**config.mk**
```make
export PLATFORM = sky130hd
export DESIGN_NAME = lsu_arbiter
export DESIGN_NICKNAME = d
export VERILOG_FILES = /design/src/rtl/lsu_arb_pkg.sv /design/src/rtl/lsu_arbiter_rr.sv /design/src/rtl/lsu_arbiter.sv
export SDC_FILE = /design/constraint.sdc
export NUM_CORES = 1
export LEC_CHECK = 0
export BUFFER_PORTS_ARGS = -buffer_cell sky130_fd_sc_hd__buf_2
export CORE_UTILIZATION = 41
export CTS_BUF_LIST = sky130_fd_sc_hd__clkbuf_8
export CTS_CLUSTER_DIAMETER = 200
export DETAILED_ROUTE_END_ITERATION = 10
export PLACE_DENSITY = 0.78
export SETUP_SLACK_MARGIN = 0.4
export SLEW_MARGIN = 10
export SYNTH_ARGS = -nofsm -noshare
export SYNTH_HDL_FRONTEND = slang
export SYNTH_SLANG_ARGS = --single-unit
```
**constraint.sdc**
```tcl
create_clock -name clk_i -period 1.44 [get_ports clk_i]
set_input_delay 0.144 -clock clk_i [delete_from_list [all_inputs] [get_ports clk_i]]
set_output_delay 0.144 -clock clk_i [all_outputs]
set_load 0.005 [all_outputs]
```
**src/rtl/lsu_arb_pkg.sv**
```systemverilog
`default_nettype none
// ============================================================================
// Module   : lsu_arb_pkg
// Brief    : Shared types and constants for the load/store unit arbiter:
//            FSM state encoding, mem_op codes and the alignment check.
// Revision : 1.0 - initial release
// ============================================================================
package lsu_arb_pkg;

    typedef enum logic [1:0] {
        IDLE  = 2'd0,
        ISSUE = 2'd1,
        RESP  = 2'd2
    } state_e;

    localparam logic [2:0] MEM_B       = 3'b000;
    localparam logic [2:0] MEM_H       = 3'b001;
    localparam logic [2:0] MEM_W       = 3'b010;
    localparam logic [2:0] MEM_BU      = 3'b100;
    localparam logic [2:0] MEM_HU      = 3'b101;
    localparam logic [2:0] MEM_OP_IDLE = 3'b010;

    // Undefined op codes report as misaligned so they never touch memory.
    function automatic logic is_aligned(input logic [2:0] op, input logic [1:0] addr_lo);
        case (op)
            MEM_B, MEM_BU: return 1'b1;
            MEM_H, MEM_HU: return ~addr_lo[0];
            MEM_W:         return (addr_lo == 2'b00);
            default:       return 1'b0;
        endcase
    endfunction

endpackage
`default_nettype wire

```
**src/rtl/lsu_arbiter_rr.sv**
```systemverilog
`default_nettype none
// ============================================================================
// Module   : rr_arbiter
// Brief    : Combinational round-robin arbiter. Search starts at the
//            requester after i_last_grant and wraps; one-hot grant plus index.
// Revision : 1.0 - initial release
// ============================================================================
module rr_arbiter #(
    parameter  int NUM_REQ = 2,
    localparam int IDX_W   = $clog2(NUM_REQ)
) (
    input  logic [NUM_REQ-1:0] i_req,
    input  logic [IDX_W-1:0]   i_last_grant,
    input  logic               i_en,
    output logic [NUM_REQ-1:0] o_grant,
    output logic [IDX_W-1:0]   o_grant_idx
);

    int   w_cand;
    logic w_found;

    // Walk the requesters in priority order and grant the first one found.
    always_comb begin
        o_grant     = '0;
        o_grant_idx = '0;
        w_found     = 1'b0;
        w_cand      = 0;
        if (i_en) begin
            for (int off = 1; off <= NUM_REQ; off++) begin
                w_cand = int'(i_last_grant) + off;
                if (w_cand >= NUM_REQ) begin
                    w_cand = w_cand - NUM_REQ;
                end
                if (!w_found && i_req[w_cand]) begin
                    w_found          = 1'b1;
                    o_grant[w_cand]  = 1'b1;
                    o_grant_idx      = IDX_W'(w_cand);
                end
            end
        end
    end

endmodule
`default_nettype wire

```
**src/rtl/lsu_arbiter.sv**
```systemverilog
`default_nettype none
// ============================================================================
// Module   : lsu_arbiter
// Brief    : Shares one load/store unit among NUM_REQ requesters with a
//            round-robin grant and a single outstanding transaction.
//            IDLE (grant) -> ISSUE (one LSU cycle) -> RESP (hold until taken).
// Revision : 1.0 - initial release
// ============================================================================
module lsu_arbiter
    import lsu_arb_pkg::*;
#(
    parameter  int NUM_REQ = 2,
    localparam int IDX_W   = $clog2(NUM_REQ)
) (
    input  logic                  clk_i,
    input  logic                  rst_i,
    input  logic [NUM_REQ-1:0]    req_valid_i,
    output logic [NUM_REQ-1:0]    req_ready_o,
    input  logic [NUM_REQ-1:0]    req_we_i,
    input  logic [NUM_REQ*32-1:0] req_addr_i,
    input  logic [NUM_REQ*32-1:0] req_wdata_i,
    input  logic [NUM_REQ*3-1:0]  req_op_i,
    output logic [NUM_REQ-1:0]    rsp_valid_o,
    input  logic [NUM_REQ-1:0]    rsp_ready_i,
    output logic [31:0]           rsp_rdata_o,
    output logic                  rsp_err_o,
    output logic                  lsu_st_en_o,
    output logic [31:0]           lsu_addr_o,
    output logic [31:0]           lsu_st_data_o,
    output logic [2:0]            lsu_mem_op_o,
    input  logic [31:0]           lsu_ld_data_i
);

    state_e             r_state;
    state_e             w_state_nxt;
    logic [IDX_W-1:0]   r_last_grant;
    logic [IDX_W-1:0]   r_idx;
    logic [IDX_W-1:0]   w_gnt_idx;
    logic [NUM_REQ-1:0] w_gnt;
    logic               w_arb_en;
    logic               w_accept;
    logic               w_rsp_done;
    logic [31:0]        w_sel_addr;
    logic [2:0]         w_sel_op;

    logic               r_we;
    logic               r_aligned;
    logic [31:0]        r_addr;
    logic [31:0]        r_wdata;
    logic [2:0]         r_op;
    logic [31:0]        r_rdata;
    logic               r_err;

    // Grants are only offered while idle and out of reset.
    assign w_arb_en   = (r_state == IDLE) && !rst_i;
    assign w_accept   = |w_gnt;
    assign w_rsp_done = (r_state == RESP) && rsp_ready_i[r_idx];
    assign w_sel_addr = req_addr_i[32*w_gnt_idx +: 32];
    assign w_sel_op   = req_op_i[3*w_gnt_idx +: 3];

    rr_arbiter #(
        .NUM_REQ (NUM_REQ)
    ) u_rr_arbiter (
        .i_req        (req_valid_i),
        .i_last_grant (r_last_grant),
        .i_en         (w_arb_en),
        .o_grant      (w_gnt),
        .o_grant_idx  (w_gnt_idx)
    );

    assign req_ready_o = w_gnt;

    // State register.
    always_ff @(posedge clk_i) begin
        if (rst_i) begin
            r_state <= IDLE;
        end else begin
            r_state <= w_state_nxt;
        end
    end

    // Next-state: accept -> one issue cycle -> hold response until taken.
    always_comb begin
        w_state_nxt = r_state;
        case (r_state)
            IDLE:    if (w_accept) w_state_nxt = ISSUE;
            ISSUE:   w_state_nxt = RESP;
            RESP:    if (w_rsp_done) w_state_nxt = IDLE;
            default: w_state_nxt = IDLE;
        endcase
    end

    // Request register: snapshot the winner so later input changes never reach the LSU.
    always_ff @(posedge clk_i) begin
        if (rst_i) begin
            r_last_grant <= IDX_W'(NUM_REQ - 1);
            r_idx        <= '0;
            r_we         <= 1'b0;
            r_aligned    <= 1'b0;
            r_addr       <= '0;
            r_wdata      <= '0;
            r_op         <= MEM_OP_IDLE;
        end else if (w_accept) begin
            r_last_grant <= w_gnt_idx;
            r_idx        <= w_gnt_idx;
            r_we         <= req_we_i[w_gnt_idx];
            r_aligned    <= is_aligned(w_sel_op, w_sel_addr[1:0]);
            r_addr       <= w_sel_addr;
            r_wdata      <= req_wdata_i[32*w_gnt_idx +: 32];
            r_op         <= w_sel_op;
        end
    end

    // Response register: load data captured at the end of ISSUE, zero for stores/errors.
    always_ff @(posedge clk_i) begin
        if (rst_i) begin
            r_rdata <= '0;
            r_err   <= 1'b0;
        end else if (r_state == ISSUE) begin
            r_rdata <= (!r_we && r_aligned) ? lsu_ld_data_i : 32'h0;
            r_err   <= ~r_aligned;
        end
    end

    // Output decode: LSU driven only in ISSUE, response presented only in RESP.
    always_comb begin
        lsu_st_en_o   = 1'b0;
        lsu_addr_o    = '0;
        lsu_st_data_o = '0;
        lsu_mem_op_o  = MEM_OP_IDLE;
        rsp_valid_o   = '0;
        rsp_rdata_o   = '0;
        rsp_err_o     = 1'b0;
        if (r_state == ISSUE) begin
            lsu_st_en_o   = r_we && r_aligned && !rst_i;
            lsu_addr_o    = r_addr;
            lsu_st_data_o = r_wdata;
            lsu_mem_op_o  = r_op;
        end
        if (r_state == RESP) begin
            rsp_valid_o[r_idx] = 1'b1;
            rsp_rdata_o        = r_rdata;
            rsp_err_o          = r_err;
        end
    end

endmodule
`default_nettype wire

```
==> results.txt, run 1 <==
----------------------------------------------------
[Status]
  Status ... finished with violations
  Violations in the final reports ... DRC, setup timing

[Route]
  DR pass1 iterations ... 8
  Total vias in the final route ... approximately 5,900
  Violation count after the first detailed-routing iteration ... around 530
  Routed vias/inst ... between 5 and 6
  Detail Route Antenna Nets ... 0
  DRC violation count after routing ... 21
  WL per Instance ... around 18 um
  Wire length after detailed routing ... around 20,000 um

[Die]
  Count of boundary I/O pins ... ~280
  Die span in x ... between 100 and 150 um
  Die boundary height ... ~110 um
  Core region area ... about 0.012 mm^2
  Initial Utilization ... 42.7%
  Standard-cell rows ... 39
  Die footprint ... about 0.012 mm^2

[Setup path]
  Number of cells on the worst reg-to-reg path ... 8
  Launching element of the worst setup path ... r_state[0]
  Worst Setup End Kind ... output pin
  CP Launch Type ... flip-flop
  Peak per-stage delay on the critical path ... ~350 ps
  Slowest cell on the critical path ... sky130_fd_sc_hd__dfxtp_2
  Number of buffers and inverters on the critical path ... 4
  Most frequent CP cell ... sky130_fd_sc_hd__buf_6
  Source of the worst register-to-register timing path ... r_state[0]
  Crit Path Category ... reg2out
  Count of cell instances traversed by the critical path ... 6
  CP cell instances ... buf_6 -> nor2b_4 -> buf_12 -> clkbuf_16 -> and2_4 -> buf_6
  Critical-path maximum fanout ... 7
  Kind of cell adding the most delay to the critical path ... buffers and inverters
  Capture point of the critical path ... lsu_st_data_o[19]
  Arrival time of the worst setup path ... 1540 ps
  Req. time, crit path ... ~1300 ps
  Worst R2R End ... r_addr[15]
  Worst reg-to-reg setup slack ... -230 ps

[Min path]
  Classification of the worst-slack hold path ... in2reg
  Launch instance of the worst min-delay path ... lsu_ld_data_i[8]

[Timing]
  Total count of max-transition violations in the final report ... 0
  Min Clock Period, post-route ... 1690 ps
  Highest clock rate ... 0.593 GHz
  Final setup fails ... approximately 180
  Worst slew pin tran ... 567 ps
  Final count of hold timing violations ... 0
  Setup repair after global routing missed its margin ... true
  Part of the cycle the worst path needs ... 117%
  Max-slew headroom at the worst pin ... 62.2%
  Worst-case setup margin in the final layout ... -246 ps
  Clock skew after layout ... 10.1 ps

[Yosys]
  Count of distinct cell types in the synthesized netlist ... 29
  Cell types with the highest counts after synthesis ... 130 x sky130_fd_sc_hd__nand2_1, 106 x sky130_fd_sc_hd__dfxtp_1, 102 x sky130_fd_sc_hd__nor2_1
  Post-synthesis instance total ... around 630
  Mapped Area ... just under 0.005 mm^2
  Share of synthesized area occupied by flip-flops and latches ... a little over two fifths
  Nets in the synthesized netlist ... 802
  Yosys reg bits ... about 110
  Top post-synthesis cells by area ... sky130_fd_sc_hd__dfxtp_1 43%, sky130_fd_sc_hd__and2_1 13%, sky130_fd_sc_hd__a311oi_1 11%
  Asr flop ratio synth ... 0%
  Synth Area per Inst ... 7.86 um^2
  Most area-hungry cell type in the Yosys netlist ... sky130_fd_sc_hd__dfxtp_1
  Top-count cell post-synth ... sky130_fd_sc_hd__nand2_1
  Area fraction of the dominant cell type after synthesis ... a little over two fifths
  EDFF count, synth ... 0
  Warnings, synthesis ... 0
  Primary FF master, synth ... sky130_fd_sc_hd__dfxtp_1

[Power and ir drop]
  Power density normalized to cell area ... roughly 770 mW/mm^2
  VDD IR max ... 0.000534 V
  Static Leak ... between 3 and 4 nW

[Cells and area]
  Number of antenna cells inserted ... 0
  Post-Layout Inst Area ... approximately 0.0090 mm^2
  Footprint of the flip-flops and latches ... approximately 0.0021 mm^2
  Synthesis-to-layout area growth ... 82.2%
  Area of the multi-input gates ... about 0.0034 mm^2
  Core utilization of the finished layout ... 77.8%
  Fill cells ... approximately 760
  Fraction of layout instances using a drive strength above 1 ... between 50 and 60%
  Count of nets after finishing ... 1,124

[GRT]
  Pin count of the biggest net entering global routing ... ~110
  Grt total ovfl ... 0
  Number of global-route vias before repair ... around 5,600
  Initial antenna violation count ... 0
  GR Util All Layers ... around 28%
  Global-route wire length before repair ... 27,600 um

[Clocking]
  Clock insertion delay at the later pin of the skew report ... around 360 ps
  Number of buffers created by CTS ... 9
  TritonCTS clock tree ... done
  Clock Pin Slew Worst Setup and Hold Paths ... approximately 100 ps
  Cell at the root of the clock tree ... sky130_fd_sc_hd__clkbuf_8
  Maximum buffer depth of the clock tree ... 2
  CTS H-tree lvls ... 3
  Clock Sink Count ... between 100 and 150

[Placed design]
  Setup WS pre-CTS ... -16.9 ps
  Placer congestion estimate ... about 0.80
  Detailed Place HPWL ... roughly 10,000 um
  Number of buffers added on ports ... about 280
  Area post-placement ... slightly below 0.007 mm^2

[Run]
  Reported max-cap violation count ... 0

----------------------------------------------------
==> cells in the final DEF, fill, tap and decap left out, types with 2 or more instances in the layout <==
cell type | synthesis | routed
sky130_fd_sc_hd__clkbuf_16 | 0 | 12
sky130_fd_sc_hd__o21ai_0 | 6 | 2
sky130_fd_sc_hd__nand2b_1 | 4 | 3
sky130_fd_sc_hd__nand2_1 | 130 | 104
sky130_fd_sc_hd__and2_1 | 100 | 59
sky130_fd_sc_hd__buf_6 | 1 | 56
sky130_fd_sc_hd__a311oi_2 | 0 | 35
sky130_fd_sc_hd__o21ai_2 | 0 | 2
sky130_fd_sc_hd__a311oi_1 | 64 | 29
sky130_fd_sc_hd__a211oi_1 | 3 | 2
sky130_fd_sc_hd__nor2_4 | 0 | 13
sky130_fd_sc_hd__buf_4 | 4 | 18
sky130_fd_sc_hd__clkinv_2 | 0 | 3
sky130_fd_sc_hd__a22oi_2 | 0 | 32
sky130_fd_sc_hd__nand2_4 | 0 | 5
sky130_fd_sc_hd__nand3b_1 | 2 | 2
sky130_fd_sc_hd__and2_4 | 0 | 41
sky130_fd_sc_hd__buf_12 | 0 | 19
sky130_fd_sc_hd__mux2i_1 | 6 | 5
sky130_fd_sc_hd__nor2b_1 | 4 | 2
sky130_fd_sc_hd__clkbuf_8 | 0 | 9
sky130_fd_sc_hd__clkinv_4 | 0 | 2
sky130_fd_sc_hd__buf_2 | 15 | 233
sky130_fd_sc_hd__buf_8 | 0 | 2
sky130_fd_sc_hd__nor2_2 | 0 | 19
sky130_fd_sc_hd__inv_6 | 0 | 2
sky130_fd_sc_hd__dlygate4sd3_1 | 0 | 14
sky130_fd_sc_hd__nand2_2 | 0 | 20
sky130_fd_sc_hd__dfxtp_1 | 106 | 104
sky130_fd_sc_hd__nor2_1 | 102 | 70
sky130_fd_sc_hd__a211o_1 | 2 | 2
sky130_fd_sc_hd__buf_16 | 0 | 13
==> worst min-delay path: stages <==
cell and delay [ps]:
sky130_fd_sc_hd__buf_2 90, sky130_fd_sc_hd__a22oi_2 50, sky130_fd_sc_hd__nor2_1 70
==> state kept, by name, summed over array words and instances (netlist names) <==
name and count:
r_state 2, r_wdata 32, r_aligned 1, r_err 1, r_last_grant 1, r_we 1, r_addr 32, r_idx 1
r_op 3, r_rdata 32
==> area by class of cell <==
class / count / area share (%)
Clock buffer: 9 / 1.38
Clock inverter: 7 / 0.501
Inverter: 3 / 0.209
Multi-Input combinational cell: 463 / 37.4
Sequential cell: 106 / 23.6
Tap cell: 143 / 1.99
Timing Repair Buffer: 367 / 34.9
==> report_power, final <==
| group | switching, mW | internal [mW] | total (mW) |
|---|---|---|---|
| logic | 0.923 | 1.08 | 2.01 |
| registers | 0.127 | 3.13 | 3.26 |
| clock network | 1.07 | 0.632 | 1.70 |
| total | 2.12 | 4.85 | 6.97 |
==> cell families (layout without fill, tap and decap cells) <==
logic type | count (synthesis) | after routing | share of synthesized area (%)
compound gates | 111 | 111 | 18.2
mux | 6 | 6 | 1.22
flops | 106 | 106 | 43.0
simple gates | 346 | 346 | 32.3
buf+inv | 59 | 386 | 5.32
==> routing by layer <==
metal	track usage (%)	share of wire (%)	routed length [um]	vias to the layer above
met5	0	0	0	-
met4	6.67	1.5	293	0
met2	48.0	51	10200	296
met1	34.6	40	7910	2808
met3	6.42	7.7	1530	28
li1	-	-	-	2791
==> worst min path at each step <==
stage                       end  slack [ps]  depth (start not counted)
finish               r_rdata[8]          10                          3
global route        r_rdata[28]        -0.3                          3
CTS                  r_rdata[8]         0.2                          3
detailed placement         r_we         350                          3
global placement           r_we         340                          3
floorplan                  r_we         250                          2
==> stage by stage <==
| step | cells | power [mW] | hold WS [ps] | TNS (ps) |
|---|---|---|---|---|
| after floorplan | 628 | 3.93 | 253 | 0 |
| after global placement | 1013 | 4.46 | 345 | 0 |
| after detailed placement | 1013 | 4.47 | 347 | -87.4 |
| after CTS | 1078 | 6.63 | 0.220 | -31160 |
| after global routing | 1098 | 7.30 | -0.251 | -45020 |
| final | 1098 | 6.97 | 13.9 | -29490 |
==> repair_timing <==
action / 4_1_cts / 5_1_grt
gates cloned: 12 / 13
setup endpoints to repair: 211 / 211
hold buffers: 13 / 1
setup buffers: 24 / 6
gates resized for setup: 139 / 119
endpoints found under the hold margin: 13 / 1
pin swaps: 39 / 44
No activity file was read; power rests on OpenSTA's default activity.
==> inputs of run 2 (changes only) <==
Settings changed: MAX_ROUTING_LAYER set to met4.
==> results.txt, run 2 (same netlist as run 1, synthesis figures left out) <==
----------------------------------------------------
[GRT]
  Number of global-route vias before repair ... 5,645 (+0.18%)
  Global-route wire length before repair ... 27,600 um (+0.17%)
  Grt total ovfl ... 0 (unchanged)
  GR Util All Layers ... 28.6% (+0.93 points)
  Pin count of the biggest net entering global routing ... 106 (unchanged)
  Initial antenna violation count ... 0 (unchanged)

[Cells and area]
  Fraction of layout instances using a drive strength above 1 ... 58.5% (+0.57 points)
  Post-Layout Inst Area ... 0.00903 mm^2 (+0.33%)
  Top Registers ... r_addr: 32 flops, r_rdata: 32 flops, r_wdata: 32 flops
  Most common cell after layout, fill and taps aside ... sky130_fd_sc_hd__buf_2
  Count of nets after finishing ... 1,125 (+0.089%)
  Number of antenna cells inserted ... 0 (unchanged)
  Fill cells ... 760 (-0.39%)
  Commonest cells after routing, fill and taps aside ... 233 x sky130_fd_sc_hd__buf_2, 104 x sky130_fd_sc_hd__dfxtp_1, 98 x sky130_fd_sc_hd__nand2_1
  Synthesis-to-layout area growth ... 82.8%

[Timing]
  Total count of max-transition violations in the final report ... 0 (unchanged)
  Min Clock Period, post-route ... 1720 ps (+37.5 ps)
  Setup repair after global routing missed its margin ... true
  Clock skew after layout ... 13.4 ps (+3.33 ps)
  Final count of hold timing violations ... 0 (unchanged)
  Highest clock rate ... 0.580 GHz (-2.2%)
  Worst-case setup margin in the final layout ... -284 ps (-37.5 ps)
  Final setup fails ... 175 (unchanged)
  Max-slew headroom at the worst pin ... 61.1% (-1.2 points)
  Worst slew pin tran ... 584 ps (+17.4 ps)
  Part of the cycle the worst path needs ... 120% (+2.6 points)

[Die]
  Count of boundary I/O pins ... 279 (unchanged)
  Die footprint ... 0.0125 mm^2 (unchanged)
  Die boundary height ... 112 um (unchanged)
  Initial Utilization ... 42.7% (unchanged)
  Core region area ... 0.0116 mm^2 (unchanged)
  Die span in x ... 112 um (unchanged)
  Standard-cell rows ... 39 (unchanged)

[Placed design]
  Placer congestion estimate ... 0.815 (+1.4%)
  Area post-placement ... 0.00674 mm^2 (unchanged)
  Detailed Place HPWL ... 10,300 um (unchanged)
  Number of buffers added on ports ... 278 (unchanged)

[Run]
  Reported max-cap violation count ... 0 (unchanged)

[Power and ir drop]
  Total design power ... 7.00 mW (+0.45%)
  VDD IR max ... 0.000545 V (+2.0%)
  Fraction of power consumed by combinational cells ... 28.9% (about the same)
  Switching power ... 2.15 mW (+1.2%)
  Net switching share of the total power ... 30.6% (+0.23 points)
  Static Leak ... 4.00 nW (+0.25%)
  Internal power contribution ... 4.86 mW (+0.12%)
  Proportion of power drawn by the clock network ... 24.5% (about the same)
  Power density normalized to cell area ... 776 mW/mm^2 (+0.11%)
  Sequential share of power ... 46.6% (-0.2 points)

[Route]
  Detail Route Antenna Nets ... 0 (unchanged)
  DRC violation count after routing ... 21 (unchanged)
  DR pass1 iterations ... 8 (unchanged)
  WL per Instance ... 18.4 um (+1.8%)
  Violation count after the first detailed-routing iteration ... 568 (+6.4%)
  Total vias in the final route ... 5,969 (+0.78%)
  Routed vias/inst ... 5.43 (+0.68%)
  Wire length after detailed routing ... 20,300 um (+1.9%)

[Min path]
  Endpoint, Worst Hold ... r_rdata[8]
  Launch instance of the worst min-delay path ... lsu_ld_data_i[8]
  Classification of the worst-slack hold path ... in2reg
  Hold Path Cell Cnt ... 3 (unchanged)

[Status]
  Status ... finished with violations
  Violations in the final reports ... DRC, setup timing

[Setup path]
  Peak per-stage delay on the critical path ... 340 ps (about the same)
  Number of cells on the worst reg-to-reg path ... 8 (unchanged)
  Arrival time of the worst setup path ... 1990 ps (+450 ps)
  Crit Path Category ... reg2reg
  Worst Setup End Kind ... flip-flop
  Critical-path maximum fanout ... 8 (+1)
  CP Launch Type ... flip-flop
  Kind of cell adding the most delay to the critical path ... buffers and inverters
  Number of buffers and inverters on the critical path ... 4 (unchanged)
  Req. time, crit path ... 1700 ps (+400 ps)
  Worst reg-to-reg setup slack ... -280 ps (-50 ps)
  Source of the worst register-to-register timing path ... r_state[0]
  Slowest cell on the critical path ... sky130_fd_sc_hd__dfxtp_2
  CP cell instances ... buf_4 -> nor3_4 -> nand3_4 -> inv_4 -> buf_12 -> clkbuf_16 -> nand2_2 -> a311oi_1
  Worst R2R End ... r_wdata[13]

[Clocking]
  CTS H-tree lvls ... 3 (unchanged)
  Clock Pin Slew Worst Setup and Hold Paths ... 110 ps (about the same)
  Clock Sink Count ... 106 (unchanged)
  Number of buffers created by CTS ... 9 (unchanged)
  TritonCTS clock tree ... done
  Maximum buffer depth of the clock tree ... 2 (unchanged)
  Clock insertion delay at the later pin of the skew report ... 370 ps (about the same)
  Cell at the root of the clock tree ... sky130_fd_sc_hd__clkbuf_8

----------------------------------------------------
[run 2: layer usage]
metal | GRT usage (%) | part of all wire (%) | up-vias
li1 | - | - | 2793
met1 | 35.3 | 40 | 2853
met2 | 48.1 | 51 | 295
met3 | 5.44 | 7.6 | 28
met4 | 6.67 | 1.5 | 0
met5 | - | 0 | -
[run 2: how the worst max path moves through the flow]
stage,slack [ps],depth (start not counted),end,startpoint
final,-280,8,r_wdata[13],r_state[0]
after global routing,-380,8,r_wdata[13],r_state[0]
after floorplan,130,7,r_addr[31],r_state[0]
after CTS,-250,6,lsu_st_en_o,r_state[0]
after global placement,20,6,r_addr[1],r_state[0]
after detailed placement,-20,6,r_wdata[4],r_state[0]
[run 2: worst min-delay path, cell delays in order]
cell and delay, ps:
sky130_fd_sc_hd__buf_2 80, sky130_fd_sc_hd__a22oi_2 50, sky130_fd_sc_hd__nor2_1 70
[run 2: repair_timing]
action,in CTS,in global routing
pin swaps,39,44
hold buffers,13,2
cloned,12,13
buffers inserted,24,6
hold endpoints to repair,13,2
resized for setup,139,126
setup endpoints to repair,211,211
[run 2: power groups by stage]
stage                     logic, mW  registers [mW]  clock network [mW]
after floorplan               0.661            3.27                   0
after global placement         1.16            3.30                   0
after detailed placement       1.17            3.30                   0
after CTS                      1.66            3.24                1.73
after global routing           2.15            3.28                1.89
final                          2.02            3.26                1.72
[run 2: final cells by class]
| type | count | area, um^2 | share of cell area, % |
|---|---|---|---|
| clock buffers | 9 | 124 | 1.37 |
| clock inverters | 7 | 45.0 | 0.499 |
| inverters | 3 | 18.8 | 0.208 |
| multi-input cells | 463 | 3380 | 37.5 |
| flip-flops and latches | 106 | 2130 | 23.6 |
| well taps | 143 | 179 | 1.98 |
| repair buffers | 368 | 3150 | 34.9 |
[run 2: through the flow]
step / setup TNS [ps] / util [%] / worst slack [ps] / instances / hold WS (ps)
2_1_floorplan: 0 / - / 128 / 628 / 253
3_3_place_gp: 0 / 58.3 / 24.4 / 1013 / 345
3_5_place_dp: -87.4 / 58.3 / -16.9 / 1013 / 347
4_1_cts: -31160 / 70.3 / -245 / 1078 / 0.220
5_1_grt: -45110 / 78.1 / -378 / 1099 / -0.251
6_report: -29880 / 78.1 / -284 / 1099 / 10.0
==> inputs of run 3 (changes only) <==
Settings changed: CORE_UTILIZATION 41 to 40, PLACE_DENSITY 0.78 to 0.76, SYNTH_HIERARCHICAL set to 1.
==> results.txt, run 3 <==
----------------------------------------------------
[Status]
  Status ... finished with violations
  Violations in the final reports ... setup timing

[Yosys]
  Warnings, synthesis ... 6 (+6)
  Nets in the synthesized netlist ... 733 (-8.6%)
  Area fraction of the dominant cell type after synthesis ... 42.2% (-0.78 points)
  Primary FF master, synth ... sky130_fd_sc_hd__dfxtp_1
  Top post-synthesis cells by area ... sky130_fd_sc_hd__dfxtp_1 42%, sky130_fd_sc_hd__mux2i_1 14%, sky130_fd_sc_hd__and2_1 13%
  Yosys reg bits ... 106 (unchanged)
  Top-count cell post-synth ... sky130_fd_sc_hd__dfxtp_1
  Cell types with the highest counts after synthesis ... 106 x sky130_fd_sc_hd__dfxtp_1, 103 x sky130_fd_sc_hd__nor2_1, 101 x sky130_fd_sc_hd__and2_1
  Count of distinct cell types in the synthesized netlist ... 29 (unchanged)
  Most area-hungry cell type in the Yosys netlist ... sky130_fd_sc_hd__dfxtp_1
  Share of synthesized area occupied by flip-flops and latches ... 42.2% (-0.78 points)
  Post-synthesis instance total ... 559 (-11%)
  Mapped Area ... 0.00503 mm^2 (+1.8%)
  EDFF count, synth ... 0 (unchanged)
  Asr flop ratio synth ... 0% (unchanged)
  Synth Area per Inst ... 9.00 um^2 (+14%)

[GRT]
  GR Util All Layers ... 23.0% (-5.6 points)
  Global-route wire length before repair ... 22,800 um (-17%)
  Grt total ovfl ... 0 (unchanged)
  Number of global-route vias before repair ... 4,813 (-15%)
  Initial antenna violation count ... 0 (unchanged)
  Pin count of the biggest net entering global routing ... 71 (-33%)

[Timing]
  Part of the cycle the worst path needs ... 124% (+4.5 points)
  Worst-case setup margin in the final layout ... -349 ps (-65.2 ps)
  Highest clock rate ... 0.559 GHz (-3.6%)
  Setup TNS Final ... -42,330 ps (-12,450 ps)
  Final count of hold timing violations ... 0 (unchanged)
  Clock skew after layout ... 7.31 ps (-6.13 ps)
  Min Clock Period, post-route ... 1790 ps (+65.2 ps)
  Setup repair after global routing missed its margin ... true
  WHS ... 20.8 ps (+10.7 ps)
  Total count of max-transition violations in the final report ... 0 (unchanged)
  Max-slew headroom at the worst pin ... 49.5% (-12 points)
  Worst slew pin tran ... 757 ps (+173 ps)
  Final setup fails ... 177 (+1.1%)

[Setup path]
  Critical-path maximum fanout ... 18 (+10)
  Worst Setup End Kind ... output pin
  Arrival time of the worst setup path ... 1640 ps (-350 ps)
  Req. time, crit path ... 1300 ps (-400 ps)
  Capture point of the critical path ... rsp_rdata_o[18]
  Worst R2R End ... r_op[1]
  Crit Path Category ... reg2out
  Worst reg-to-reg setup slack ... -270 ps (about the same)
  Number of cells on the worst reg-to-reg path ... 7 (-1)
  Launching element of the worst setup path ... r_state[0]
  Source of the worst register-to-register timing path ... r_state[0]
  CP Launch Type ... flip-flop

[Cells and area]
  Fraction of layout instances using a drive strength above 1 ... 47.7% (-11 points)
  Most common cell after layout, fill and taps aside ... sky130_fd_sc_hd__buf_2
  Top Registers ... r_addr: 32 flops, r_rdata: 32 flops, r_wdata: 32 flops
  Count of nets after finishing ... 1,046 (-7.0%)
  Number of antenna cells inserted ... 0 (unchanged)
  Final non-filler cell total ... 1,045 (-4.9%)
  Synthesis-to-layout area growth ... 60.1%
  Post-Layout Inst Area ... 0.00805 mm^2 (-11%)
  Fill cells ... 1,006 (+32%)
  Commonest cells after routing, fill and taps aside ... 274 x sky130_fd_sc_hd__buf_2, 103 x sky130_fd_sc_hd__nor2_1, 103 x sky130_fd_sc_hd__dfxtp_1

[Clocking]
  TritonCTS clock tree ... done
  Maximum buffer depth of the clock tree ... 2 (unchanged)
  CTS H-tree lvls ... 3 (unchanged)
  Clock Sink Count ... 106 (unchanged)
  Clock insertion delay at the later pin of the skew report ... 370 ps (about the same)
  Number of buffers created by CTS ... 9 (unchanged)
  Cell at the root of the clock tree ... sky130_fd_sc_hd__clkbuf_8
  Clock Pin Slew Worst Setup and Hold Paths ... 90 ps (-20 ps)

[Die]
  Count of boundary I/O pins ... 279 (unchanged)
  Core region area ... 0.0121 mm^2 (+4.7%)
  Die boundary height ... 114 um (+2.1%)
  Die footprint ... 0.0130 mm^2 (+4.3%)
  Standard-cell rows ... 40 (+2.6%)
  Die span in x ... 114 um (+2.1%)
  Initial Utilization ... 41.5% (-1.2 points)

[Power and ir drop]
  Static Leak ... 3.64 nW (-8.9%)
  VDD IR max ... 0.000518 V (-5.0%)
  Power density normalized to cell area ... 855 mW/mm^2 (+10%)

[Route]
  DRC violation count after routing ... 0 (-100%)
  Total vias in the final route ... 5,206 (-13%)
  Violation count after the first detailed-routing iteration ... 230 (-60%)
  Detail Route Antenna Nets ... 0 (unchanged)
  WL per Instance ... 15.8 um (-14%)
  Wire length after detailed routing ... 16,500 um (-19%)
  DR pass1 iterations ... 4 (-4)
  Routed vias/inst ... 4.98 (-8.3%)

[Placed design]
  Setup WS pre-CTS ... -268 ps (-251 ps)
  Placer congestion estimate ... 0.799 (-2.0%)
  Number of buffers added on ports ... 278 (unchanged)
  Area post-placement ... 0.00693 mm^2 (+2.7%)
  Detailed Place HPWL ... 10,000 um (-2.8%)
  Number of placed instances with taps included ... 979 (-3.4%)

[Min path]
  Hold Path Cell Cnt ... 3 (unchanged)
  Classification of the worst-slack hold path ... in2reg
  Launch instance of the worst min-delay path ... lsu_ld_data_i[21]

[Run]
  Reported max-cap violation count ... 0 (unchanged)

----------------------------------------------------
[run 3: changes by cell type in the layout (fill, tap and decap cells not counted), sizes merged, moves of 5 or more]
cell         change
buf             -24
mux2i           +63
o21ai            -5
a21oi            +5
a211oi          +66
a311oi          -64
dlygate4sd3     +10
nand2          -125
[run 3: worst min-delay path by stage]
| stage | end | slack, ps |
|---|---|---|
| floorplan | r_rdata[10] | 280 |
| global placement | r_rdata[22] | 380 |
| detailed placement | r_rdata[5] | 380 |
| CTS | r_rdata[29] | 3 |
| global route | r_rdata[31] | 5 |
| finish | r_rdata[21] | 20 |
[run 3: metrics by stage]
stage / power [mW] / util, %
finish: 6.88 / 66.5
global route: 7.25 / 66.5
CTS: 6.66 / 61.7
detailed placement: 4.77 / 57.2
global placement: 4.74 / 57.2
floorplan: 4.24 / -
[run 3: cell type report]
type / instances / area, um^2 / share of cell area [%]
Clock buffer: 12 / 165 / 2.05
Clock inverter: 4 / 17.5 / 0.217
Inverter: 1 / 3.75 / 0.0466
Multi-Input combinational cell: 401 / 3000 / 37.3
Sequential cell: 106 / 2130 / 26.4
Tap cell: 168 / 210 / 2.61
Timing Repair Buffer: 353 / 2530 / 31.4
[run 3: per-layer routing]
layer  wire [um]  GRT usage (%)  vias up
li1            -              -     2573
met1        6830           25.9     2418
met2        8470           39.6      187
met3         829           4.76       28
met4         375           9.61        0
met5           0              -        -
[run 3: cells by family after synthesis]
group / count (synthesis) / synth area share, %
buffers and inverters: 53 / 5.32
AO/OA/AOI/OAI: 110 / 16.2
AND/OR/NAND/NOR: 221 / 22.5
multiplexers: 69 / 13.8
flip-flops: 106 / 42.2
[run 3: critical path: stages, from the launching register on]
cell	delay (ps)
sky130_fd_sc_hd__dfxtp_2	340
sky130_fd_sc_hd__buf_4	150
sky130_fd_sc_hd__and2b_4	320
sky130_fd_sc_hd__clkbuf_16	190
sky130_fd_sc_hd__and2_1	150
sky130_fd_sc_hd__buf_2	120
[run 3: power breakdown]
group | internal [mW] | leakage, nW | total [mW] | switching [mW]
registers | 3.18 | 0.871 | 3.30 | 0.120
logic | 0.983 | 2.66 | 1.84 | 0.858
clock network | 0.755 | 0.105 | 1.74 | 0.982
[run 3: repair_timing]
action,CTS,global route
gates cloned,3,13
buffers inserted,0,9
hold buffers,24,1
setup endpoints to repair,211,211
pin swaps,10,43
endpoints found under the hold margin,24,1
resized for setup,7,48
